**config.mk**
```make
export PLATFORM = sky130hd
export DESIGN_NAME = spi_flash_responder
export DESIGN_NICKNAME = d
export VERILOG_FILES = /design/src/rtl/spi_flash_responder.sv
export SDC_FILE = /design/constraint.sdc
export NUM_CORES = 1
export LEC_CHECK = 0
export CAP_MARGIN = 25
export CORE_MARGIN = 3
export CORE_UTILIZATION = 45
export CTS_BUF_LIST = sky130_fd_sc_hd__clkbuf_4 sky130_fd_sc_hd__clkbuf_8
export DETAILED_ROUTE_END_ITERATION = 10
export PLACE_DENSITY = 0.65
export SLEW_MARGIN = 20
export SYNTH_ARGS = -nofsm -noshare
export SYNTH_HDL_FRONTEND = slang
export SYNTH_SLANG_ARGS = --single-unit
```
**constraint.sdc**
```tcl
create_clock -name clk -period 2.05 [get_ports clk]
set_input_delay 0.41 -clock clk [delete_from_list [all_inputs] [get_ports clk]]
set_output_delay 0.41 -clock clk [all_outputs]
set_load 0.05 [all_outputs]
```
**src/rtl/spi_flash_responder.sv**
```systemverilog
// SPI mode-0 serial NOR flash READ responder; miso follows a detected sck fall by 3 clk, master paces all transfers.
// SPI_FLASH_JEDEC_ID_EN adds the 0x9F JEDEC ID reply; the ROM image is MEM_INIT with byte i at bits [8i+7:8i].
module spi_flash_responder #(
  parameter int                     MEM_DEPTH = 256,
  parameter logic [7:0]             CMD_READ  = 8'h03,
  parameter logic [8*MEM_DEPTH-1:0] MEM_INIT  = '0
) (
  input  logic        clk,
  input  logic        rst,
  input  logic        cs,
  input  logic        sck,
  input  logic        mosi,
  output logic        miso,
  output logic        busy,
  output logic        bad_cmd,
  output logic [15:0] tx_count
);

  localparam int AW = (MEM_DEPTH > 1) ? $clog2(MEM_DEPTH) : 1;
  localparam int RW = (AW > 8) ? AW : 8;

  typedef enum logic [2:0] {
    S_IDLE,
    S_CMD,
    S_ADDR,
    S_DATA,
    S_IGNORE
`ifdef SPI_FLASH_JEDEC_ID_EN
    , S_ID
`endif
  } state_t;

  logic          cs_s1, cs_s2, cs_d;
  logic          sck_s1, sck_s2, sck_d;
  logic          mosi_s1, mosi_s2;
  logic [1:0]    fill;
  logic          armed;
  logic          cs_rise, cs_fall, sck_rise, sck_fall;

  state_t        state, state_nxt;
  logic [4:0]    bit_cnt, bit_cnt_nxt;
  logic [RW-1:0] rx_shift, rx_shift_nxt, rx_next;
  logic [AW-1:0] addr, addr_nxt, addr_inc, rd_addr;
  logic [7:0]    tx_shift, tx_shift_nxt, rom_rdat;
  logic          skip_fall, skip_fall_nxt;
  logic          miso_nxt, bad_cmd_nxt;
  logic [15:0]   tx_count_nxt;
`ifdef SPI_FLASH_JEDEC_ID_EN
  logic [1:0]    id_idx, id_idx_nxt;
`endif

  // A cs fall is only trusted once cs has been seen high through a refilled synchronizer,
  // so a transaction interrupted by rst stays ignored until cs cycles high then low.
  always_ff @(posedge clk) begin
    if (rst) begin
      cs_s1   <= 1'b1;
      cs_s2   <= 1'b1;
      cs_d    <= 1'b1;
      sck_s1  <= 1'b0;
      sck_s2  <= 1'b0;
      sck_d   <= 1'b0;
      mosi_s1 <= 1'b0;
      mosi_s2 <= 1'b0;
      fill    <= 2'b00;
      armed   <= 1'b0;
    end else begin
      cs_s1   <= cs;
      cs_s2   <= cs_s1;
      cs_d    <= cs_s2;
      sck_s1  <= sck;
      sck_s2  <= sck_s1;
      sck_d   <= sck_s2;
      mosi_s1 <= mosi;
      mosi_s2 <= mosi_s1;
      fill    <= {fill[0], 1'b1};
      if (fill[1] && cs_s2) armed <= 1'b1;
    end
  end

  assign cs_rise  = cs_s2 & ~cs_d;
  assign cs_fall  = armed & ~cs_s2 & cs_d;
  assign sck_rise = sck_s2 & ~sck_d;
  assign sck_fall = ~sck_s2 & sck_d;

  assign rx_next  = RW'({rx_shift, mosi_s2});
  assign addr_inc = addr + AW'(1);
  assign rd_addr  = (state == S_ADDR) ? rx_next[AW-1:0] : addr_inc;
  assign rom_rdat = MEM_INIT[{rd_addr, 3'b000} +: 8];

`ifdef SPI_FLASH_JEDEC_ID_EN
  assign busy = (state == S_ADDR) || (state == S_DATA) || (state == S_ID);
`else
  assign busy = (state == S_ADDR) || (state == S_DATA);
`endif

  always_ff @(posedge clk) begin
    if (rst) begin
      state     <= S_IDLE;
      bit_cnt   <= '0;
      rx_shift  <= '0;
      addr      <= '0;
      tx_shift  <= '0;
      skip_fall <= 1'b0;
      miso      <= 1'b0;
      bad_cmd   <= 1'b0;
      tx_count  <= '0;
`ifdef SPI_FLASH_JEDEC_ID_EN
      id_idx    <= '0;
`endif
    end else begin
      state     <= state_nxt;
      bit_cnt   <= bit_cnt_nxt;
      rx_shift  <= rx_shift_nxt;
      addr      <= addr_nxt;
      tx_shift  <= tx_shift_nxt;
      skip_fall <= skip_fall_nxt;
      miso      <= miso_nxt;
      bad_cmd   <= bad_cmd_nxt;
      tx_count  <= tx_count_nxt;
`ifdef SPI_FLASH_JEDEC_ID_EN
      id_idx    <= id_idx_nxt;
`endif
    end
  end

  always_comb begin
    state_nxt     = state;
    bit_cnt_nxt   = bit_cnt;
    rx_shift_nxt  = rx_shift;
    addr_nxt      = addr;
    tx_shift_nxt  = tx_shift;
    skip_fall_nxt = skip_fall;
    miso_nxt      = miso;
    bad_cmd_nxt   = 1'b0;
    tx_count_nxt  = tx_count;
`ifdef SPI_FLASH_JEDEC_ID_EN
    id_idx_nxt    = id_idx;
`endif
    if (cs_rise) begin
      state_nxt = S_IDLE;
      miso_nxt  = 1'b0;
    end else if (cs_fall) begin
      state_nxt     = S_CMD;
      bit_cnt_nxt   = '0;
      rx_shift_nxt  = '0;
      skip_fall_nxt = 1'b0;
      miso_nxt      = 1'b0;
      tx_count_nxt  = '0;
    end else begin
      case (state)
        S_IDLE: ;
        S_CMD: if (sck_rise) begin
          rx_shift_nxt = rx_next;
          if (bit_cnt == 5'd7) begin
            bit_cnt_nxt = '0;
            if (rx_next[7:0] == CMD_READ) begin
              state_nxt = S_ADDR;
            end
`ifdef SPI_FLASH_JEDEC_ID_EN
            else if (rx_next[7:0] == 8'h9F) begin
              state_nxt     = S_ID;
              tx_shift_nxt  = 8'hEF;
              miso_nxt      = 1'b1;
              skip_fall_nxt = 1'b1;
              id_idx_nxt    = '0;
            end
`endif
            else begin
              bad_cmd_nxt = 1'b1;
              state_nxt   = S_IGNORE;
            end
          end else begin
            bit_cnt_nxt = bit_cnt + 5'd1;
          end
        end
        S_ADDR: if (sck_rise) begin
          rx_shift_nxt = rx_next;
          if (bit_cnt == 5'd23) begin
            // The fall of this same sck cycle must not advance the freshly loaded byte.
            state_nxt     = S_DATA;
            bit_cnt_nxt   = '0;
            addr_nxt      = rx_next[AW-1:0];
            tx_shift_nxt  = rom_rdat;
            miso_nxt      = rom_rdat[7];
            skip_fall_nxt = 1'b1;
          end else begin
            bit_cnt_nxt = bit_cnt + 5'd1;
          end
        end
        S_DATA: if (sck_fall) begin
          if (skip_fall) begin
            skip_fall_nxt = 1'b0;
          end else if (bit_cnt == 5'd7) begin
            bit_cnt_nxt  = '0;
            addr_nxt     = addr_inc;
            tx_shift_nxt = rom_rdat;
            miso_nxt     = rom_rdat[7];
            tx_count_nxt = tx_count + 16'd1;
          end else begin
            bit_cnt_nxt  = bit_cnt + 5'd1;
            tx_shift_nxt = tx_shift << 1;
            miso_nxt     = tx_shift[6];
          end
        end
`ifdef SPI_FLASH_JEDEC_ID_EN
        S_ID: if (sck_fall) begin
          if (skip_fall) begin
            skip_fall_nxt = 1'b0;
          end else if (bit_cnt == 5'd7) begin
            bit_cnt_nxt  = '0;
            tx_shift_nxt = (id_idx == 2'd0) ? 8'h40 : 8'h16;
            miso_nxt     = (id_idx == 2'd0) ? 1'b0 : 1'b0;
            id_idx_nxt   = (id_idx == 2'd2) ? 2'd2 : id_idx + 2'd1;
            tx_count_nxt = tx_count + 16'd1;
          end else begin
            bit_cnt_nxt  = bit_cnt + 5'd1;
            tx_shift_nxt = tx_shift << 1;
            miso_nxt     = tx_shift[6];
          end
        end
`endif
        S_IGNORE: miso_nxt = 1'b0;
        default: begin
          state_nxt = S_IDLE;
          miso_nxt  = 1'b0;
        end
      endcase
    end
  end

endmodule

```
# --- Word-level counts from Yosys, hierarchy flattened ---
# Cells that the tools add are included.
classes:
  shift: 1
  bitwise_logic: 16
  n_lt_le_gt_ge: 0
  eq_ne: 22
  div: 0
  n_reduce_logical: 26
  n_addsub: 3
  mul: 0
  muxes: 49
ops:
  columns: ["cell", "n"]
  rows:
  - ["$shiftx A2048 B12 Y8 const A", 1]
  - ["$mux W16", 5]
  - ["$mux W7", 8]
  - ["$mux W8", 6]
  - ["$mux W5", 7]
  - ["$reduce_and A5 Y1", 5]
  - ["$add A16 B1 Y16 const B", 1]
  - ["$pmux W8 S2", 1]
  - ["$mux W3", 5]
  - ["$ne A3 B3 Y1 const B", 5]
  - ["$pmux W5 S3", 1]
  - ["$pmux W7 S2", 1]
  - ["$mux W1", 12]
  - ["$ne A2 B2 Y1 const B", 6]
  - ["$reduce_bool A2 Y1", 6]
  - ["$not A1 Y1", 11]
  - ["$pmux W3 S3", 1]
  - ["$add A8 B1 Y8 const B", 1]
  - ["$eq A8 B2 Y1 const B", 1]
  - ["$reduce_and A8 Y1", 1]
  - ["$reduce_and A7 Y1", 1]
  - ["$eq A3 B2 Y1 const B", 2]
  - ["$ne A2 B1 Y1 const B", 3]
  - ["$reduce_and A6 Y1", 1]
  - ["other kinds (18)", 25]
word_totals:
  mem_count: 0
  ram_bits: 0
  romBits: 0
  ff_bits: 60
  elab_cells: 138
  input_bits: 5
  latch_bits: 0

# --- Longest topological paths before layout ---
logic_depth:
  word_depth: 7
  depth_mapped: 7

# --- Worst setup path before layout ---
# Ideal clock, no wire load.
synth_path:
  path_type: "register -> register"
  startpoint: "reg tx_count[3]"
  endpoint: "reg tx_count[9]"
  arrival_ps: 1858
  slack_ps: 122
  path_buffers: 1
  synth_period_minus_slack_ps: 1928
  stages_incl_launch_ff: 6
  cell_sequence: "dfxtp_1 > and4_1 > clkbuf_2 > nand3_1 > or4_1 > a21oi_1"
synth_between:
  elab_chain_cells: 6
synth_rtl:
  columns: ["element", "line", "text"]
  rows:
  - ["from (decl)", "16", "output logic [15:0] tx_count"]
  - ["from (signal assigned)", "119", "tx_count <= tx_count_nxt;"]
  - ["$add A16 B1 Y16", "198", "tx_count_nxt = tx_count + 16'd1;"]
  - ["$mux W16", "193", "end else if (bit_cnt == 5'd7) begin"]
  - ["$mux W16", "191", "if (skip_fall) begin"]
  - ["$mux W16", "190", "S_DATA: if (sck_fall) begin"]
  - ["$mux W16", "150", "case (state)"]
  - ["$mux W16", "142", "end else if (cs_fall) begin"]
# No other way between the ends. The select of a mux whose other input is x is not followed.
# A chain may end at the register's enable or synchronous reset.

# --- Worst setup path in the final report ---
layout_path:
  startpoint: "reg tx_count[11]"
  endpoint: "out tx_count[11]"
# No word-level cell between the ends.

==> run_results.csv <==
group,metric,value,unit
synthesis,synth_most_common_cell,"dfxtp_1",
critical_path,max_stage_delay,0.84,ns
clock_tree,cts-htree-levels,2,
synthesis,synth_top_area_cell,"dfxtp_1",
sta,finalCritPeriodShare,96.9,%
placed_design,globalplace.congestion,0.922,
global_routing,globalRoute.totalOverflow,0,
power,irDropWorstVdd,0.479,mV
route,drt_iter0_markers,57,
clock_tree,root_buffer,"clkbuf_8",
synthesis,synth_seq_cells,44,
floorplanning,fp.dieW,73.4,µm
critical_path,critPathRequiredTime,1.64,ns
synthesis,syn-instance-count,231,
synthesis,synthTopCellsByArea,"dfxtp_1, o31ai_1, a21oi_1, mux2i_1, nand2_1",
global_routing,grt_pass1_vias,1599,
sta,worst_clock_skew,0.00726,ns
floorplanning,coreArea,0.00420,mm²
layout,antenna_cells,0,
critical_path,path_buf_inv,1,
synthesis,synth_cell_types,46,
route,via_count,1770,
clock_tree,clkTransAtPathRegs,0.07,ns
layout,area_delta_synth_final,18.3,%
critical_path,crit_chain,"clkdlybuf4s50_1",
placed_design,io_buffers,22,
power,power.leakage,0.812,nW
clock_tree,clkSinkCount,44,
placed_design,dp_hpwl,3050,µm
synthesis,yosys.area.top_type_share,43.1,%
sta,worst_pin_slew,0.634,ns
synthesis,yosys_warnings,0,
global_routing,grt_max_degree,26,
layout,fin_nets,261,
sta,fmax,503,MHz
critical_path,ff2ff_setup_slack,0.16,ns
sta,rsz0062_at_grt,"no",
clock_tree,cts_tree,"done",
critical_path,worstSetupStartpointType,"register",
critical_path,cp-end-kind,"primary output",
synthesis,synth_edf_count,0,
route,first_pass_iters,4,
run_status,status,"finished clean",
synthesis,syn_area,0.00205,mm²
sta,fin_setup_tns,0,ns
clock_tree,clkLatencyLatePin,0.30,ns
clock_tree,postCtsSetupBuffers,0,
clock_tree,cts_buffer_depth,2,
synthesis,syn_area_per_cell,8.86,µm²
critical_path,critPathMaxFanout,7,
critical_path,timing.rr.start,"state[1]$_SDFFE_PP0P_",
clock_tree,cts_hold_buf,0,
critical_path,rr_worst_depth,4,
power,powerDensity,644,mW/mm²
min_path,hold_class,"reg2reg",
route,drtAntennaViolNets,0,
route,routedWlPerCell,14.1,µm
floorplanning,die_h,73.4,µm
sta,setup_viol,0,
synthesis,synthesis.nets,238,
floorplanning,rows,23,
sta,fin_crit,1.99,ns
critical_path,worstPathArrival,1.58,ns
floorplanning,start_util,48.7,%
job,drv_cap,0,
critical_path,r2r_end,"tx_count[10]$_SDFFE_PP0P_",
route,drcViolationCount,0,
min_path,hold_start,"cs_s1$_SDFF_PP1_",
global_routing,antenna_found_initial,0,
min_path,hold_end,"cs_s2$_SDFF_PP1_",
power,power,1.56,mW
synthesis,synthTopCellsByCount,"dfxtp_1, nand2_1, a21oi_1",
layout,layout-drive-gt1-share,8.70,%
sta,relSlewSlack,57.8,%
min_path,hold_path_depth,1,
global_routing,grt_pass1_wl,7370,µm
clock_tree,cts_buffers,5,
synthesis,synth_ff_type,"dfxtp_1",
floorplanning,die_area,0.00539,mm²
sta,drv_slew,0,
critical_path,critPathKind,"reg2out",
synthesis,synth_seq_area_share,43.1,%
synthesis,synthArstFlopShare,0,%
critical_path,path_delay_family,"buffers and inverters",
global_routing,grt.total_usage,17.4,%
floorplanning,ioPinCount,24,
sta,hold_viol,0,
route,wirelength,4270,µm
route,vias_per_cell,5.84,
critical_path,cp_slowest_cell,"clkdlybuf4s50_1",
## final cells by class
type / count / area, µm²
Fill cell: 398 / 1780
Multi-Input combinational cell: 170 / 1090
Sequential cell: 44 / 881
Timing Repair Buffer: 29 / 273
Clock buffer: 5 / 68.8
Tap cell: 50 / 62.6
Clock inverter: 1 / 30.0
Inverter: 4 / 15.0
## cells by family after synthesis
| kind of cell | synth area share [%] |
|---|---|
| other | 0.183 |
| adder cells (fa/ha/maj) | 1.22 |
| flip-flops | 43.1 |
| AO/OA/AOI/OAI | 15.3 |
| buffers and inverters | 3.91 |
| XOR/XNOR | 0.856 |
| multiplexers | 4.89 |
| AND/OR/NAND/NOR | 30.6 |
## registers in the layout, indices dropped and copies added, names as in the netlist
signal / flops
armed: 1
mosi_s2: 1
cs_s2: 1
sck_s1: 1
bad_cmd: 1
tx_count: 16
cs_s1: 1
mosi_s1: 1
skip_fall: 1
fill: 2
cs_d: 1
state: 3
rx_shift: 7
bit_cnt: 5
sck_d: 1
sck_s2: 1
## layout by cell type, fill, tap and decap left out, types with 3 or more instances in the layout
cell	instances
buf_4	8
or3_1	5
mux2i_1	10
clkdlybuf4s50_1	20
nand3_1	11
nor2_1	7
clkbuf_8	5
nand4_1	7
nor3_1	3
o31ai_1	14
nor3b_1	3
o21ai_0	8
or4_1	11
nor2b_1	9
nand2_1	24
or2_2	4
inv_1	3
dfxtp_1	44
and4_1	3
a21oi_1	20
## report_power, final
part           switching [mW]  internal (mW)
Sequential            0.00404          0.864
Combinational          0.0358         0.0258
Clock                   0.278          0.350
## routing by layer
metal | track usage (%) | up-vias | part of all wire [%]
met3 | 3.28 | 7 | 3.9
met4 | 7.24 | 0 | 2.0
li1 | - | 902 | -
met2 | 28.9 | 32 | 45
met5 | 0 | - | 0
met1 | 22.1 | 829 | 49
## how the worst max path moves through the flow
stage               slack (ns)                   endpoint                       from  cells after the start
floorplan                 0.12   tx_count[9]$_SDFFE_PP0P_   tx_count[3]$_SDFFE_PP0P_                      5
global placement          0.19  tx_count[10]$_SDFFE_PP0P_    bit_cnt[0]$_SDFFE_PP0P_                      5
detailed placement        0.15  tx_count[10]$_SDFFE_PP0P_    bit_cnt[0]$_SDFFE_PP0P_                      5
CTS                       0.03                tx_count[3]   tx_count[3]$_SDFFE_PP0P_                      1
global route              0.02                tx_count[7]   tx_count[7]$_SDFFE_PP0P_                      1
finish                    0.06               tx_count[11]  tx_count[11]$_SDFFE_PP0P_                      1
## through the flow
stage	std cells	setup slack [ns]	hold slack, ns	instance area, µm²	utilization (%)
floorplan	231	0.122	0.389	2050	-
global placement	297	0.186	0.407	2310	55.1
detailed placement	297	0.146	0.407	2310	55.1
CTS	303	0.0309	0.421	2410	57.4
global route	303	0.0191	0.432	2420	57.6
finish	303	0.0632	0.416	2420	57.6
## what timing repair did
action / CTS / global route
setup endpoints to repair: 0 / 2
gates resized for setup: 0 / 2
hold endpoints to repair: 0 / 0
(Power assumes the default switching activity.)
